[src/rtl/uart_pkg.sv]
`default_nettype none
// ============================================================================
// Module   : uart_pkg
// Desc     : Shared FSM state encoding, legal parameter ranges and the
//            baud divider computation for the UART transmit generator.
// Revision : 1.0 - initial release
// ============================================================================
package uart_pkg;

    localparam int DATA_BITS_MIN = 5;
    localparam int DATA_BITS_MAX = 9;
    localparam int STOP_BITS_MIN = 1;
    localparam int STOP_BITS_MAX = 2;
    localparam int DIV_MIN       = 4;
    localparam int BIT_CNT_W     = 4;

    typedef enum logic [2:0] {
        ST_IDLE   = 3'd0,
        ST_FETCH  = 3'd1,
        ST_LOAD   = 3'd2,
        ST_START  = 3'd3,
        ST_DATA   = 3'd4,
        ST_PARITY = 3'd5,
        ST_STOP   = 3'd6
    } tx_state_e;

    // Truncating divide; a zero rate yields 0 so the range check can reject it.
    function automatic int calc_div(input int clk_hz, input int baud);
        if (baud <= 0) begin
            return 0;
        end
        return clk_hz / baud;
    endfunction

endpackage
`default_nettype wire

[src/rtl/uart_baud_tick.sv]
`default_nettype none
// ============================================================================
// Module   : uart_baud_tick
// Desc     : Bit-period clock enable: counts 0..DIV-1, ticks on DIV-1,
//            synchronous clear restarts the period.
// Revision : 1.0 - initial release
// ============================================================================
module uart_baud_tick #(
    parameter int DIV = 10
) (
    input  logic clk,
    input  logic rst,
    input  logic clr,
    output logic tick
);

    localparam int               CNT_W  = (DIV > 2) ? $clog2(DIV) : 2;
    localparam logic [CNT_W-1:0] C_LAST = CNT_W'(DIV - 1);

    logic [CNT_W-1:0] r_cnt;
    logic             w_last;

    assign w_last = (r_cnt == C_LAST);

    always_ff @(posedge clk or posedge rst) begin
        if (rst) begin
            r_cnt <= '0;
        end else if (clr || w_last) begin
            r_cnt <= '0;
        end else begin
            r_cnt <= r_cnt + 1'b1;
        end
    end

    assign tick = w_last && !clr;

endmodule
`default_nettype wire

[src/rtl/uart_tx_gen.sv]
`default_nettype none
// ============================================================================
// Module   : uart_tx_gen
// Desc     : FIFO-fed UART transmitter; fetches one word per frame and
//            serialises start, data (LSB first), optional parity and stop bits.
//            Parity is built only when UART_TX_PARITY_EN is defined.
// Revision : 1.0 - initial release
// ============================================================================
module uart_tx_gen
    import uart_pkg::*;
#(
    parameter int CLK_HZ    = 50_000_000,
    parameter int BAUD_RATE = 9600,
    parameter int DATA_BITS = 8,
    parameter int STOP_BITS = 1,
    parameter int COUNT_W   = 12
) (
    input  logic                 clk,
    input  logic                 rst,
    output logic                 rd_en,
    input  logic [DATA_BITS-1:0] rd_data,
    input  logic [COUNT_W-1:0]   rd_count,
    input  logic                 parity_odd,
    output logic                 tx,
    output logic                 busy,
    output logic                 done
);

    localparam int DIV = calc_div(CLK_HZ, BAUD_RATE);

    localparam logic [2:0] S_IDLE   = ST_IDLE;
    localparam logic [2:0] S_FETCH  = ST_FETCH;
    localparam logic [2:0] S_LOAD   = ST_LOAD;
    localparam logic [2:0] S_START  = ST_START;
    localparam logic [2:0] S_DATA   = ST_DATA;
`ifdef UART_TX_PARITY_EN
    localparam logic [2:0] S_PARITY = ST_PARITY;
`endif
    localparam logic [2:0] S_STOP   = ST_STOP;

    localparam logic [BIT_CNT_W-1:0] C_LAST_DATA = BIT_CNT_W'(DATA_BITS - 1);
    localparam logic [BIT_CNT_W-1:0] C_LAST_STOP = BIT_CNT_W'(STOP_BITS - 1);

    generate
        if ((DATA_BITS < DATA_BITS_MIN) || (DATA_BITS > DATA_BITS_MAX)) begin : g_err_data_bits
            $error("uart_tx_gen: DATA_BITS out of range");
        end
        if ((STOP_BITS < STOP_BITS_MIN) || (STOP_BITS > STOP_BITS_MAX)) begin : g_err_stop_bits
            $error("uart_tx_gen: STOP_BITS out of range");
        end
        if (DIV < DIV_MIN) begin : g_err_div
            $error("uart_tx_gen: CLK_HZ/BAUD_RATE below minimum divider");
        end
        if (COUNT_W < 1) begin : g_err_count_w
            $error("uart_tx_gen: COUNT_W must be positive");
        end
    endgenerate

    logic [2:0]           r_state;
    logic [2:0]           w_state_nxt;
    logic [DATA_BITS-1:0] r_shift;
    logic [DATA_BITS-1:0] w_shift_nxt;
    logic [BIT_CNT_W-1:0] r_bit_cnt;
    logic [BIT_CNT_W-1:0] w_bit_nxt;
    logic                 r_tx;
    logic                 w_tx_nxt;
    logic                 w_tick;
    logic                 w_clr;
    logic                 w_done;
    logic                 w_par_bit;

`ifdef UART_TX_PARITY_EN
    logic r_par;
    logic w_par_nxt;

    assign w_par_bit = r_par;
`else
    logic w_unused_parity;

    assign w_unused_parity = parity_odd;
    assign w_par_bit       = 1'b1;
`endif

    // Divider held at zero outside the bit-timed states so START begins a full period.
    assign w_clr = (r_state == S_IDLE) || (r_state == S_FETCH) || (r_state == S_LOAD);

    uart_baud_tick #(
        .DIV (DIV)
    ) u_baud_tick (
        .clk  (clk),
        .rst  (rst),
        .clr  (w_clr),
        .tick (w_tick)
    );

    always_comb begin
        w_state_nxt = r_state;
        w_shift_nxt = r_shift;
        w_bit_nxt   = r_bit_cnt;
`ifdef UART_TX_PARITY_EN
        w_par_nxt   = r_par;
`endif
        case (r_state)
            S_IDLE: begin
                if (rd_count != '0) begin
                    w_state_nxt = S_FETCH;
                end
            end
            S_FETCH: begin
                w_state_nxt = S_LOAD;
            end
            S_LOAD: begin
                w_shift_nxt = rd_data;
                w_bit_nxt   = '0;
`ifdef UART_TX_PARITY_EN
                w_par_nxt   = (^rd_data) ^ parity_odd;
`endif
                w_state_nxt = S_START;
            end
            S_START: begin
                if (w_tick) begin
                    w_state_nxt = S_DATA;
                end
            end
            S_DATA: begin
                if (w_tick) begin
                    w_shift_nxt = r_shift >> 1;
                    if (r_bit_cnt == C_LAST_DATA) begin
                        w_bit_nxt = '0;
`ifdef UART_TX_PARITY_EN
                        w_state_nxt = S_PARITY;
`else
                        w_state_nxt = S_STOP;
`endif
                    end else begin
                        w_bit_nxt = r_bit_cnt + 1'b1;
                    end
                end
            end
`ifdef UART_TX_PARITY_EN
            S_PARITY: begin
                if (w_tick) begin
                    w_state_nxt = S_STOP;
                end
            end
`endif
            S_STOP: begin
                if (w_tick) begin
                    if (r_bit_cnt == C_LAST_STOP) begin
                        w_bit_nxt   = '0;
                        w_state_nxt = S_IDLE;
                    end else begin
                        w_bit_nxt = r_bit_cnt + 1'b1;
                    end
                end
            end
            default: begin
                w_state_nxt = S_IDLE;
                w_bit_nxt   = '0;
            end
        endcase
    end

    // Line level is registered from the next state so tx never glitches.
    always_comb begin
        w_tx_nxt = 1'b1;
        case (w_state_nxt)
            S_START: w_tx_nxt = 1'b0;
            S_DATA:  w_tx_nxt = w_shift_nxt[0];
`ifdef UART_TX_PARITY_EN
            S_PARITY: w_tx_nxt = w_par_nxt;
`endif
            default: w_tx_nxt = 1'b1;
        endcase
    end

    always_ff @(posedge clk or posedge rst) begin
        if (rst) begin
            r_state   <= S_IDLE;
            r_shift   <= '0;
            r_bit_cnt <= '0;
            r_tx      <= 1'b1;
        end else begin
            r_state   <= w_state_nxt;
            r_shift   <= w_shift_nxt;
            r_bit_cnt <= w_bit_nxt;
            r_tx      <= w_tx_nxt;
        end
    end

`ifdef UART_TX_PARITY_EN
    always_ff @(posedge clk or posedge rst) begin
        if (rst) begin
            r_par <= 1'b0;
        end else begin
            r_par <= w_par_nxt;
        end
    end
`endif

    assign w_done = (r_state == S_STOP) && w_tick && (r_bit_cnt == C_LAST_STOP);

    assign tx    = r_tx;
    assign rd_en = (r_state == S_FETCH);
    assign busy  = (r_state != S_IDLE);
    assign done  = w_done;

endmodule
`default_nettype wire

[config.mk]
export PLATFORM = sky130hd
export DESIGN_NAME = uart_tx_gen
export DESIGN_NICKNAME = d
export VERILOG_FILES = /design/src/rtl/uart_pkg.sv /design/src/rtl/uart_baud_tick.sv /design/src/rtl/uart_tx_gen.sv
export SDC_FILE = /design/constraint.sdc
export NUM_CORES = 1
export LEC_CHECK = 0
export BUFFER_PORTS_ARGS = -buffer_cell sky130_fd_sc_hd__buf_4
export CAP_MARGIN = 40
export CORE_MARGIN = 8
export CORE_UTILIZATION = 40
export DETAILED_ROUTE_END_ITERATION = 7
export GPL_ROUTABILITY_DRIVEN = 0
export GPL_TIMING_DRIVEN = 0
export PLACE_DENSITY_LB_ADDON = 0.08
export SLEW_MARGIN = 10
export SYNTH_ARGS = -nofsm -noshare
export SYNTH_HDL_FRONTEND = slang
export SYNTH_HIERARCHICAL = 1
export SYNTH_SLANG_ARGS = --single-unit
[constraint.sdc]
create_clock -name clk -period 2.5 [get_ports clk]
set_clock_uncertainty 0.1 [all_clocks]
set_input_delay 0.25 -clock clk [delete_from_list [all_inputs] [get_ports clk]]
set_output_delay 0.25 -clock clk [all_outputs]
set_load 0.01 [all_outputs]
* Yosys cells after proc, flatten, opt, wreduce, memory -nomap -nowiden
Index checks and enable logic that the tools add are counted.
** Storage, ports and cells
- RAM bits :: 0
- Flip-flop bits (word level) :: 29
- ROM bits :: 0
- Word-level logic and storage cells :: 51
- Memories kept :: 0
- Bits in latches :: 0
- Bits of input ports :: 23
** Cells by class
- Multiplexer cells :: 16
- Divide/modulo/power cells :: 0
- Magnitude comparators :: 0
- Reduce and logical (&&, ||, !) cells :: 15
- Bitwise gates (word level) :: 1
- Equal/unequal tests :: 11
- Multiply operators :: 0
- Shifts and indexed selects :: 0
- Add/sub/neg operators :: 2
** Operators with widths (number)
- two-way mux 3 bit :: 6
- case mux 3 bit (6 select lines) :: 1
- two-way mux 4 bit :: 4
- case mux 8 bit (2 select lines) :: 1
- adder 13 x 1 -> 13 bit (second input constant) :: 1
- == test 13 bit (second input constant) :: 1
- two-way mux 13 bit :: 1
- case mux 4 bit (3 select lines) :: 1
- nonzero test 12 bit :: 1
- == test 3 x 2 -> 1 bit (second input constant) :: 3
- == test 3 bit (second input constant) :: 3
- two-way mux 8 bit :: 1
- adder 4 x 1 -> 4 bit (second input constant) :: 1
- == test 4 x 3 -> 1 bit (second input constant) :: 1
- logical NOT 4 bit :: 1
- inequality test 2 bit (second input constant) :: 2
- == test 3 x 1 -> 1 bit (second input constant) :: 1
- logical AND 1 bit :: 3
- logical NOT 3 bit :: 1
- logical OR 1 bit :: 3
- AND reduction 3 bit :: 1
- nonzero test 3 bit :: 1
- OR reduction 3 bit :: 1
- case mux 1 bit (2 select lines) :: 1
- other kinds (4) :: 4

* Logic depth before layout (Yosys ltp)
- Depth after elaboration :: 9
- Depth in mapped cells :: 9

* By module
The synthesis kept the hierarchy.
** By module, submodules not included
- uart_tx_gen :: cells an instance 99, instances 1, area each 927.1 um2, seq. area each 401.6 um2
- uart_baud_tick :: cells an instance 66, instances 1, area each 658.1 um2, seq. area each 325.3 um2

* Worst setup path before layout
Ideal clock, no wire load.
- Path kind :: reg-to-reg
- Start :: register u_baud_tick.r_cnt[5]
- End :: register r_tx, in the netlist tx
- Setup time :: 96 ps
- Data required time :: 2304 ps
- Cell stages (with the launch flop) :: 9
- Arrival time :: 1862 ps
- Path slack :: 443 ps
- Period minus slack after synthesis :: 2057 ps
- Path through :: dfrtp_1 > nor4_1 > nand3_1 > nor2_1 > and4bb_1 > buf_4 > nor2_4 > a221oi_2 > a32oi_1
** Between the ends
- Longest elaborated chain between the ends :: 6
** Ends and longest elaborated chain
- start, declared :: RTL line uart_baud_tick.sv:20 : logic [CNT_W-1:0] r_cnt;
- start signal, assigned :: RTL line uart_baud_tick.sv:31 : r_cnt <= r_cnt + 1'b1;
- == test 13 bit * :: RTL line uart_baud_tick.sv:23 : assign w_last = (r_cnt == C_LAST);
- logical AND 1 bit * :: RTL line uart_baud_tick.sv:35 : assign tick = w_last && !clr;
- via w_tick :: RTL line uart_tx_gen.sv:67 : logic w_tick;
- two-way mux 3 bit, on equally long branches :: RTL line uart_tx_gen.sv:148, uart_tx_gen.sv:121, uart_tx_gen.sv:126
- case mux 3 bit (6 select lines) :: RTL line uart_tx_gen.sv:103 : case (r_state)
- == test 3 bit or == test 3 x 2 -> 1 bit (tied branches) :: RTL line uart_tx_gen.sv:167 : case (w_state_nxt)
- case mux 1 bit (2 select lines) * :: RTL line uart_tx_gen.sv:167
- via w_tx_nxt :: RTL line uart_tx_gen.sv:66 : logic w_tx_nxt;
- end signal, assigned :: RTL line uart_tx_gen.sv:187 : r_tx <= w_tx_nxt;
- end, declared :: RTL line uart_tx_gen.sv:65 : logic r_tx;
The timed path passes the listed nets; every way through them passes the cells marked *. The select of a mux whose other input is x is not followed.
A chain may end at the register's enable or synchronous reset.

* Worst setup path in the final report
- Start :: register r_state[2]
- End :: output done
** Between the ends
- Longest elaborated chain between the ends :: 7
** Ends and longest elaborated chain
- start, declared :: RTL line uart_tx_gen.sv:59 : logic [2:0] r_state;
- start signal, assigned :: RTL line uart_tx_gen.sv:184 : r_state <= w_state_nxt;
- == test 3 x 1 -> 1 bit or logical NOT 3 bit (tied branches) :: RTL line uart_tx_gen.sv:85 : assign w_clr = (r_state == S_IDLE) || (r_state == S_FETCH) || (r_state == S_LOAD);
- logical OR 1 bit :: RTL line uart_tx_gen.sv:85
- logical OR 1 bit * :: RTL line uart_tx_gen.sv:85
- via w_clr :: RTL line uart_tx_gen.sv:68 : logic w_clr;
- logical NOT 1 bit * :: RTL line uart_baud_tick.sv:35
- logical AND 1 bit * :: RTL line uart_baud_tick.sv:35
- via w_tick :: RTL line uart_tx_gen.sv:67
- logical AND 1 bit * (2 in a row) :: RTL line uart_tx_gen.sv:201 : assign w_done = (r_state == S_STOP) && w_tick && (r_bit_cnt == C_LAST_STOP);
- end, declared :: RTL line uart_tx_gen.sv:26 : output logic done
The timed path passes the listed nets; every way through them passes the cells marked *.

==> summary.txt <==
Layout
  • Layout area overhead: 27.8%
  • Commonest cells after routing, fill and taps aside: buf_4 (29), dfrtp_1 (25), nand2_1 (20)
  • Fillers: 383
  • Share of cells above drive strength 1: 0.297
  • Most common cell after layout, fill and taps aside: buf_4
  • Post-layout util: 0.518
  • Layout Nets: 227
  • Antenna fix cells: 0

Timing
  • Sum of negative setup slack: 0 ns
  • Fin. Hold Viols: 0
  • Slew @ Worst Pin: 0.615 ns
  • Final period util: 0.938
  • # setup viols final: 0
  • Rel. slew slack: 0.590
  • Fin worst setup slack: 0.155 ns
  • RSZ-0062 raised after global routing: no
  • Crit path time final: 2.35 ns
  • Final Slew Violations: 0
  • Fmax: 0.426 GHz

Logic synthesis
  • Synth area leaders: dfrtp_1 (44%), nand2_1 (4.7%), a21oi_1 (3.5%), o21ai_0 (3.2%), a22oi_1 (2.8%)
  • Synth Area per Inst: 9.61 sq um
  • Synthesized flop and latch total: 29
  • Post-synthesis sequential area ratio: 0.459
  • Ys async rst share: 1.00
  • Ys flop type: dfrtp_1
  • Ys Warns: 6
  • Post-Syn Instances: 165
  • Area leader, netlist: dfrtp_1
  • Post-synth net total: 191
  • Post-synth EDFFs: 0
  • Yosys cell types: 46
  • Netlist Area Pre-Place: 1590 sq um
  • Share of the synthesized area in the top cell type: 0.442

Critical path
  • Crit-path cells: buf_2 -> a21oi_1 -> nor2_4 -> nor2b_4 -> and2_1 -> nor2b_1 -> buf_4
  • Slowest CP cell: dfrtp_1
  • Critical path buffer and inverter count: 2
  • Crit path required time: 2.15 ns
  • CP Max Fanout: 10
  • WS Path Type: register to primary output
  • Family with the most delay on the worst path: simple AND/OR/NAND/NOR gates
  • Startpoint class of the critical path: register
  • Arr. time, crit path: 2.00 ns
  • CP max stage delay: 0.43 ns
  • Kind of end point of the critical path: primary output

Clocking
  • # H-tree levels: 2
  • CTS root buffer: clkbuf_8
  • TritonCTS Buffers: 5
  • Clk slew on worst S/H paths: 0.06 ns
  • CTS tree: done
  • Longest Clk Path Bufs: 2
  • CTS sink count: 29
  • Clk Latency, worst-skew pair: 0.28 ns

Drt
  • Vias: 1355
  • Pre-Repair DR Iteration Count: 4
  • Total Routed Length: 3690 microns
  • Final ANT Viol Nets: 0
  • DRC Markers: 0
  • Vias/cell: 5.38
  • DR WL/cell: 14.6 microns
  • 1st-iter DRT viols: 53

Global route
  • Total Routing Usage GR: 0.123
  • Global route overflow: 0
  • Number of global-route vias before repair: 1345
  • Global-route wire length before repair: 6160 microns
  • Largest net degree at the start of global routing: 17
  • Initial antenna violation count: 0

Job
  • Max-cap check violation count: 0

Placed design
  • Port buffer count: 25
  • Post-DP HPWL: 2640 microns
  • Pre-CTS setup slack: 0.0453 ns

Die
  • Die height: 79.0 microns
  • Die Wd: 79.0 microns
  • Starting Density: 0.405
  • IO Pins: 27
  • Core area: 3910 sq um
  • Row cnt: 23
  • Die area: 6230 sq um

Worst hold path
  • Hold Path Class: input port to register

Outcome
  • Status: finished, final reports clean

Power and ir drop
  • Worst vdd ir: 0.467 mV
  • PD cells: 606 nW/um^2
  • Static Leakage: 0.000892 uW
-- worst reg2reg max path, delay by kind of cell, from the launching register on --
family	cells	cell delay [ns]
AOI/OAI and AO/OA	3	0.73
DFF	1	0.43
buffers and inverters	2	0.37
and+or+nand+nor	3	0.55
-- layout make-up --
cell class | instances | area [sq um] | area share
repair buffers | 29 | 220 | 0.109
multi-input cells | 119 | 825 | 0.407
clock inverters | 1 | 5.00 | 0.00247
clock buffers | 7 | 96.3 | 0.0476
inverters | 11 | 41.3 | 0.0204
plain buffers | 6 | 45.0 | 0.0222
well taps | 50 | 62.6 | 0.0309
flip-flops and latches | 29 | 731 | 0.361
-- sequential cells by signal, indices dropped and copies added, names as in the netlist --
register,flops
r_bit_cnt,4
r_shift,8
tx,1
u_baud_tick/r_cnt,13
r_state,3
-- per-layer routing --
layer | track usage | share of wire | up-vias
li1 | - | - | 668
met1 | 0.147 | 0.46 | 653
met2 | 0.196 | 0.47 | 30
met3 | 0.0451 | 0.062 | 4
met4 | 0.0519 | 0.011 | 0
met5 | 0 | 0 | -
-- cell families (layout without fill, tap and decap cells) --
family | count (synthesis) | count (layout) | share of synthesized area
adders and majority gates | 3 | 3 | 0.0237
buffers and inverters | 17 | 54 | 0.0545
DFF | 29 | 29 | 0.459
xor gates and xnor gates | 4 | 4 | 0.0221
AOI/OAI and AO/OA | 43 | 43 | 0.185
and+or+nand+nor | 69 | 69 | 0.257
-- worst paths after layout --
path                       slack, ns                   start  cells past startpoint                              to
max in group asynchronous       1.39                     rst                      3        r_bit_cnt[3]$_DFFE_PP0P_
setup reg to reg                0.25    r_state[2]$_DFF_PP0_                      8                    tx$_DFF_PP1_
setup / recovery                0.15    r_state[2]$_DFF_PP0_                      7                            done
hold / removal                  0.09              rd_data[4]                      3          r_shift[4]$_DFFE_PP0P_
min in group asynchronous       0.47                     rst                      3  u_baud_tick/r_cnt[2]$_DFF_PP0_
hold reg to reg                 0.37  r_shift[1]$_DFFE_PP0P_                      2          r_shift[1]$_DFFE_PP0P_
-- cells in the mapped netlist, drive strengths merged, types with 2 or more instances --
library cell  number
nor2b              2
or4                4
o31ai              4
o21ai             11
dfrtp             28
nor2              12
nand2             20
nand3              8
xnor2              2
xor2               2
buf                6
or3                5
nand4              3
and2               3
inv               11
nor4               3
ha                 3
nor3b              3
a22oi              6
a21oi             11
-- power breakdown --
part           leakage, uW  internal (uW)  total (uW)  switching (uW)
sequential        0.000347            517         590            72.6
clock            0.0000542            248         424             175
combinational     0.000491           99.9         214             114
total             0.000892            865        1230             362
-- per-stage QoR --
stage               cells  cell area [sq um]  total power (uW)  hold slack [ns]
CTS                   249               1960              1230           0.0769
floorplan             165               1590               712           0.0270
global placement      240               1840               772            0.210
detailed placement    240               1840               785            0.222
finish                252               2030              1230           0.0883
global route          252               2030              1300           0.0910
-- repair_timing --
action,4_1_cts,5_1_grt
pin swaps,0,1
hold buffers,1,0
setup buffers,0,3
hold endpoints to repair,28,0
setup endpoints to repair,1,1
resized for setup,3,10
Power figures use the tool's default switching activity.
